<file path="config.mk">
export PLATFORM = sky130hd
export DESIGN_NAME = fifo_ctrl
export DESIGN_NICKNAME = d
export VERILOG_FILES = /design/src/rtl/fifo_pkg.sv /design/src/rtl/fifo_wrap_ptr.sv /design/src/rtl/fifo_ctrl.sv
export SDC_FILE = /design/constraint.sdc
export NUM_CORES = 1
export LEC_CHECK = 0
export ABC_AREA = 1
export CAP_MARGIN = 20
export CORE_MARGIN = 5
export CORE_UTILIZATION = 35
export CTS_BUF_LIST = sky130_fd_sc_hd__clkbuf_8
export CTS_CLUSTER_SIZE = 10
export DETAILED_ROUTE_END_ITERATION = 6
export SLEW_MARGIN = 20
export SYNTH_ARGS = -nofsm -noshare
export SYNTH_HDL_FRONTEND = slang
export SYNTH_SLANG_ARGS = --single-unit
</file>
<file path="constraint.sdc">
create_clock -name clk -period 2 [get_ports clk]
set_clock_uncertainty 0.15 [all_clocks]
set_input_delay 0.4 -clock clk [delete_from_list [all_inputs] [get_ports clk]]
set_output_delay 0.4 -clock clk [all_outputs]
set_load 0.005 [all_outputs]
</file>
<file path="src/rtl/fifo_pkg.sv">
// Shared constants and grant encoding for the FIFO control stage.
package fifo_pkg;

  localparam int DATA_WIDTH_D    = 4;
  localparam int ADDRESS_WIDTH_D = 4;
  localparam int DEPTH_D         = 11;

  typedef enum logic [1:0] {
    GNT_NONE = 2'd0,
    GNT_WR   = 2'd1,
    GNT_RD   = 2'd2
  } gnt_e;

  // Occupancy must reach DEPTH, which can equal 2^ADDRESS_WIDTH.
  function automatic int cnt_width(input int aw);
    return aw + 1;
  endfunction

endpackage

</file>
<file path="src/rtl/fifo_wrap_ptr.sv">
// Modulo-DEPTH pointer; wraps by explicit compare so DEPTH need not be a power of two.
module fifo_wrap_ptr
  import fifo_pkg::*;
#(
  parameter int DEPTH = DEPTH_D,
  parameter int AW    = ADDRESS_WIDTH_D
) (
  input  logic          clk,
  input  logic          rst,
  input  logic          inc,
  output logic [AW-1:0] ptr
);

  localparam logic [AW-1:0] LAST = AW'(DEPTH - 1);

  logic [AW-1:0] ptr_r;

  // Pointer register: clear on reset, advance (with wrap) on enable.
  always_ff @(posedge clk) begin
    if (rst) begin
      ptr_r <= {AW{1'b0}};
    end else if (inc) begin
      if (ptr_r == LAST) begin
        ptr_r <= {AW{1'b0}};
      end else begin
        ptr_r <= ptr_r + AW'(1);
      end
    end else begin
      ptr_r <= ptr_r;
    end
  end

  assign ptr = ptr_r;

endmodule

</file>
<file path="src/rtl/fifo_ctrl.sv">
// FIFO control stage: arbitrates push/pop onto a single-port-per-cycle RAM and
// tracks occupancy and sticky error flags.
module fifo_ctrl
  import fifo_pkg::*;
#(
  parameter int DATA_WIDTH    = DATA_WIDTH_D,
  parameter int ADDRESS_WIDTH = ADDRESS_WIDTH_D,
  parameter int DEPTH         = DEPTH_D
) (
  input  logic                     clk,
  input  logic                     rst,
  input  logic                     wr_req,
  input  logic [DATA_WIDTH-1:0]    wr_data,
  output logic                     wr_ack,
  input  logic                     rd_req,
  output logic                     rd_ack,
  output logic                     rd_valid,
  output logic [DATA_WIDTH-1:0]    rd_data,
  input  logic [DATA_WIDTH-1:0]    ram_dout,
  output logic [DATA_WIDTH-1:0]    ram_din,
  output logic                     ram_cs,
  output logic                     ram_we,
  output logic                     ram_oe,
  output logic [ADDRESS_WIDTH-1:0] ram_addr_wr,
  output logic [ADDRESS_WIDTH-1:0] ram_addr_rd,
  output logic [ADDRESS_WIDTH:0]   count,
  output logic                     full,
  output logic                     empty,
  output logic                     overflow,
  output logic                     underflow
);

  localparam int CW = cnt_width(ADDRESS_WIDTH);
  localparam logic [CW-1:0] DEPTH_C = CW'(DEPTH);

  logic [CW-1:0]            count_r;
  logic                     full_r;
  logic                     empty_r;
  logic                     overflow_r;
  logic                     underflow_r;
  logic                     rd_valid_r;
  logic                     prio_wr_r;
  logic [ADDRESS_WIDTH-1:0] rd_addr_hold_r;

  logic                     wr_ok_s;
  logic                     rd_ok_s;
  gnt_e                     gnt_s;
  logic [ADDRESS_WIDTH-1:0] wr_ptr_s;
  logic [ADDRESS_WIDTH-1:0] rd_ptr_s;

  assign wr_ok_s = wr_req & ~full_r;
  assign rd_ok_s = rd_req & ~empty_r;

  // Round-robin grant; reset blocks every grant so no strobe escapes.
  always_comb begin
    gnt_s = GNT_NONE;
    if (rst) begin
      gnt_s = GNT_NONE;
    end else if (wr_ok_s && rd_ok_s) begin
      gnt_s = prio_wr_r ? GNT_WR : GNT_RD;
    end else if (wr_ok_s) begin
      gnt_s = GNT_WR;
    end else if (rd_ok_s) begin
      gnt_s = GNT_RD;
    end else begin
      gnt_s = GNT_NONE;
    end
  end

  // RAM strobes and acks follow the grant in the same cycle.
  always_comb begin
    wr_ack      = 1'b0;
    rd_ack      = 1'b0;
    ram_cs      = 1'b0;
    ram_we      = 1'b0;
    ram_oe      = 1'b0;
    ram_addr_wr = wr_ptr_s;
    ram_addr_rd = rd_addr_hold_r;
    case (gnt_s)
      GNT_WR: begin
        wr_ack = 1'b1;
        ram_cs = 1'b1;
        ram_we = 1'b1;
      end
      GNT_RD: begin
        // The RAM indexes reads through its write-address port.
        rd_ack      = 1'b1;
        ram_cs      = 1'b1;
        ram_oe      = 1'b1;
        ram_addr_wr = rd_ptr_s;
        ram_addr_rd = rd_ptr_s;
      end
      default: begin
        wr_ack = 1'b0;
        rd_ack = 1'b0;
      end
    endcase
  end

  // Occupancy, flags, read-valid pipeline, priority and held read address.
  always_ff @(posedge clk) begin
    if (rst) begin
      count_r        <= {CW{1'b0}};
      full_r         <= 1'b0;
      empty_r        <= 1'b1;
      overflow_r     <= 1'b0;
      underflow_r    <= 1'b0;
      rd_valid_r     <= 1'b0;
      prio_wr_r      <= 1'b1;
      rd_addr_hold_r <= {ADDRESS_WIDTH{1'b0}};
    end else begin
      rd_valid_r <= (gnt_s == GNT_RD);
      if (wr_req && full_r) begin
        overflow_r <= 1'b1;
      end
      if (rd_req && empty_r) begin
        underflow_r <= 1'b1;
      end
      if (wr_ok_s && rd_ok_s) begin
        prio_wr_r <= ~prio_wr_r;
      end
      case (gnt_s)
        GNT_WR: begin
          count_r <= count_r + CW'(1);
          full_r  <= ((count_r + CW'(1)) == DEPTH_C);
          empty_r <= 1'b0;
        end
        GNT_RD: begin
          count_r        <= count_r - CW'(1);
          full_r         <= 1'b0;
          empty_r        <= ((count_r - CW'(1)) == {CW{1'b0}});
          rd_addr_hold_r <= rd_ptr_s;
        end
        default: begin
          count_r <= count_r;
        end
      endcase
    end
  end

  fifo_wrap_ptr #(.DEPTH(DEPTH), .AW(ADDRESS_WIDTH)) u_wr_ptr (
    .clk (clk),
    .rst (rst),
    .inc (gnt_s == GNT_WR),
    .ptr (wr_ptr_s)
  );

  fifo_wrap_ptr #(.DEPTH(DEPTH), .AW(ADDRESS_WIDTH)) u_rd_ptr (
    .clk (clk),
    .rst (rst),
    .inc (gnt_s == GNT_RD),
    .ptr (rd_ptr_s)
  );

  // A read granted just before reset must not surface as valid data.
  assign rd_valid  = rd_valid_r & ~rst;
  assign rd_data   = ram_dout;
  assign ram_din   = wr_data;
  assign count     = count_r;
  assign full      = full_r;
  assign empty     = empty_r;
  assign overflow  = overflow_r;
  assign underflow = underflow_r;

endmodule

</file>
==> impl_metrics.sql, run 1 <==
INSERT INTO impl_metrics (metric_group, metric, value, unit) VALUES
('detailed_routing', 'drt-pass1-iter-count', '4', ''),
('synthesis', 'synth_largest_type_area_fraction', '0.349', ''),
('synthesis', 'netlist_area', '0.00132', 'mm2'),
('pwr', 'ir_drop', '0.000291', 'V'),
('synthesis', 'synth_compound_gate_area_share', '0.146', ''),
('grt', 'grt_max_degree', '20', ''),
('synthesis', 'synth_adder_area_share', '0.0665', ''),
('pwr', 'total_power', '1.04', 'mW'),
('placed_design', 'portBuffers', '26', ''),
('layout', 'nets', '259', ''),
('synthesis', 'synth.mux.area_fraction', '0', ''),
('synthesis', 'synth_simple_gate_area_share', '0.280', ''),
('timing', 'report.final.slew_viol_count', '0', ''),
('timing', 'report.final.setup_viol', '11', ''),
('pwr', 'power.share.combinational', '0.240', ''),
('layout', 'antenna_cell_count', '0', ''),
('clock_tree', 'tritoncts_num_sinks', '23', ''),
('detailed_routing', 'remaining_drc_errors', '0', ''),
('critical_path', 'endpoint_kind', 'output pin', ''),
('grt', 'globalRoute.busiestLayer', 'met2', ''),
('layout', 'layout.area.seq', '463', 'um2'),
('clock_tree', 'clockRootBuffer', 'sky130_fd_sc_hd__clkbuf_8', ''),
('outcome', 'run_status', 'complete, but fails checks', ''),
('layout', 'layout.core_utilization', '0.530', ''),
('outcome', 'failed_checks', 'negative setup slack', ''),
('critical_path', 'startpoint_type', 'flip-flop', ''),
('pwr', 'power.share.sequential', '0.485', ''),
('die', 'die_h', '71.4', 'um'),
('detailed_routing', 'finalWirelength', '3270', 'um'),
('synthesis', 'postSynthNetCount', '209', ''),
('placed_design', 'place_inst', '268', ''),
('die', 'start_util', '0.360', ''),
('critical_path', 'worstSetupStartpoint', 'full$_SDFFE_PP0P_', ''),
('critical_path', 'crit-reg2reg-launch', 'full$_SDFFE_PP0P_', ''),
('die', 'die_width', '71.4', 'um'),
('flow_run', 'timing.max_cap.violations', '0', ''),
('placed_design', 'hpwlAfterDp', '2300', 'um'),
('die', 'row_count', '22', ''),
('placed_design', 'dp_worst_setup_slack', '-965', 'ps'),
('synthesis', 'synth_xor_area_frac', '0.00665', ''),
('pwr', 'powerDensity', '536', 'mW/mm2'),
('synthesis', 'yosys_register_bits', '23', ''),
('min_path', 'hold_path.startpoint', 'wr_req', ''),
('grt', 'use_met2', '0.206', ''),
('critical_path', 'timing.reg2reg.worst_path_depth', '10', ''),
('timing', 'worst_pin_slew', '274', 'ps'),
('critical_path', 'timing.setup.critical_path_class', 'reg -> out', ''),
('grt', 'global_route.overflow_total', '0', ''),
('timing', 'upper_clock_frequency_limit', '453', 'MHz'),
('synthesis', 'synth.top_cells.by_area', 'sky130_fd_sc_hd__dfxtp_1, sky130_fd_sc_hd__nand2_1, sky130_fd_sc_hd__inv_1, sky130_fd_sc_hd__a21oi_1, sky130_fd_sc_hd__ha_1', ''),
('layout', 'flow.area_growth_from_synthesis', '47.4', '%'),
('grt', 'grt.total_usage', '0.131', ''),
('die', 'pin_count', '43', ''),
('clock_tree', 'ctsHtreeMaxLevel', '1', ''),
('critical_path', 'worst_ep_required_time', '1450', 'ps'),
('clock_tree', 'cts-buffers-inserted', '3', ''),
('detailed_routing', 'antenna_left', '0', ''),
('synthesis', 'post_synth_inst_count', '190', ''),
('synthesis', 'per_instance_average_area_after_synthesis', '6.93', 'um2'),
('pwr', 'power.switching', '0.298', 'mW'),
('timing', 'setup_repair_after_global_routing_missed_its_margin', 'true', ''),
('timing', 'post-route-period-util', '1.10', ''),
('layout', 'multiInputGateArea', '778', 'um2'),
('critical_path', 'critPathMaxFanout', '6', ''),
('timing', 'setup_slack', '-206', 'ps'),
('synthesis', 'synth_largest_area_cell', 'sky130_fd_sc_hd__dfxtp_1', ''),
('synthesis', 'seq_area_frac_synth', '0.349', ''),
('grt', 'number_of_global_route_vias_before_repair', '1241', ''),
('timing', 'period_needed', '2210', 'ps'),
('pwr', 'total_leakage_power', '0.973', 'nW'),
('die', 'dieArea', '0.00509', 'mm2');
[per-stage QoR]
step | area (um2) | TNS, ps
after floorplan | 1320 | 0
after global placement | 1680 | -17890
after detailed placement | 1680 | -18460
after CTS | 1930 | -1890
after global routing | 1940 | -2990
final | 1940 | -1850
[worst max-delay path, cell delays in order, from the launching register on]
cell and delay (ps):
sky130_fd_sc_hd__dfxtp_2 330, sky130_fd_sc_hd__nor2_2 90, sky130_fd_sc_hd__inv_1 40, sky130_fd_sc_hd__o211ai_1 220
sky130_fd_sc_hd__inv_2 100, sky130_fd_sc_hd__ha_4 210, sky130_fd_sc_hd__inv_4 80, sky130_fd_sc_hd__buf_6 110
sky130_fd_sc_hd__nand2_2 50, sky130_fd_sc_hd__nand2_1 50, sky130_fd_sc_hd__buf_2 100
[state kept, by name, summed over array words and instances (netlist names)]
name            flops
count               5
rd_addr_hold_r      4
u_rd_ptr.ptr        4
u_wr_ptr.ptr        4
empty               1
full                1
overflow            1
prio_wr_r           1
rd_valid_r          1
underflow           1
[power by group through the flow]
stage	Combinational, mW	Sequential [mW]	Clock [mW]
finish	0.249	0.505	0.287
detailed placement	0.224	0.512	0
floorplan	0.133	0.513	0
global route	0.279	0.509	0.309
global placement	0.224	0.513	0
CTS	0.250	0.504	0.295
[cells by family (layout without fill, tap and decap cells)]
group / after synthesis / count (layout)
compound gates: 35 / 35
xor+xnor: 1 / 1
fa+ha+maj: 7 / 7
buf+inv: 42 / 91
flops: 23 / 23
simple gates: 82 / 82
[cell usage in the layout, fill, tap and decap left out]
master / Yosys / routed
sky130_fd_sc_hd__a21oi_1: 19 / 19
sky130_fd_sc_hd__a21oi_2: 1 / 1
sky130_fd_sc_hd__a31oi_1: 1 / 1
sky130_fd_sc_hd__buf_12: 0 / 1
sky130_fd_sc_hd__buf_2: 3 / 10
sky130_fd_sc_hd__buf_4: 10 / 26
sky130_fd_sc_hd__buf_6: 0 / 10
sky130_fd_sc_hd__clkbuf_2: 0 / 2
sky130_fd_sc_hd__clkbuf_8: 0 / 3
sky130_fd_sc_hd__clkdlybuf4s50_1: 0 / 10
sky130_fd_sc_hd__dfxtp_1: 23 / 21
sky130_fd_sc_hd__dfxtp_2: 0 / 2
sky130_fd_sc_hd__ha_1: 7 / 4
sky130_fd_sc_hd__ha_4: 0 / 3
sky130_fd_sc_hd__inv_1: 26 / 23
sky130_fd_sc_hd__inv_2: 2 / 5
sky130_fd_sc_hd__inv_4: 0 / 1
sky130_fd_sc_hd__nand2_1: 43 / 33
sky130_fd_sc_hd__nand2_2: 1 / 7
sky130_fd_sc_hd__nand2_4: 0 / 4
sky130_fd_sc_hd__nand3_1: 11 / 9
sky130_fd_sc_hd__nand3_2: 2 / 3
sky130_fd_sc_hd__nand3_4: 0 / 1
sky130_fd_sc_hd__nand4_1: 7 / 7
sky130_fd_sc_hd__nor2_1: 13 / 10
sky130_fd_sc_hd__nor2_2: 1 / 3
sky130_fd_sc_hd__nor2_4: 0 / 1
sky130_fd_sc_hd__nor3_1: 2 / 2
sky130_fd_sc_hd__nor3_2: 1 / 1
sky130_fd_sc_hd__nor3b_1: 1 / 1
sky130_fd_sc_hd__o211a_1: 1 / 1
sky130_fd_sc_hd__o211ai_1: 3 / 3
sky130_fd_sc_hd__o21ai_0: 9 / 5
sky130_fd_sc_hd__o21ai_1: 1 / 3
sky130_fd_sc_hd__o21ai_2: 0 / 2
sky130_fd_sc_hd__xor2_1: 1 / 1
[how the worst max path moves through the flow]
stage / end / slack, ps / cells after the start
2_1_floorplan: ram_cs / 10 / 8
3_3_place_gp: ram_addr_rd[0] / -940 / 11
3_5_place_dp: ram_addr_rd[0] / -960 / 11
4_1_cts: ram_addr_rd[0] / -200 / 10
5_1_grt: ram_addr_rd[0] / -330 / 10
6_report: ram_addr_rd[2] / -210 / 10
[routing by layer]
metal  wire (um)  vias to the layer above
met3         138                        2
li1            -                      707
met1        1570                      605
met2        1540                       24
met5           0                        -
met4          20                        0
[layout make-up]
| cell class | count | area share |
|---|---|---|
| clock buffers | 3 | 0.0213 |
| clock inverters | 1 | 0.00193 |
| inverters | 28 | 0.0554 |
| multi-input cells | 125 | 0.401 |
| flip-flops and latches | 23 | 0.238 |
| well taps | 48 | 0.0309 |
| repair buffers | 59 | 0.251 |
[repair_timing]
action | in CTS | in global routing
pin swaps | 11 | 4
endpoints found under the setup margin | 27 | 19
buffers inserted | 19 | 2
hold endpoints to repair | 0 | 0
resized for setup | 98 | 13
(Power assumes the default switching activity.)
==> inputs of run 2 (changes only) <==
- CAP_MARGIN: 20 -> 0
==> results of run 2 <==
Final layout, timing and power as in run 1 (identical DEF).
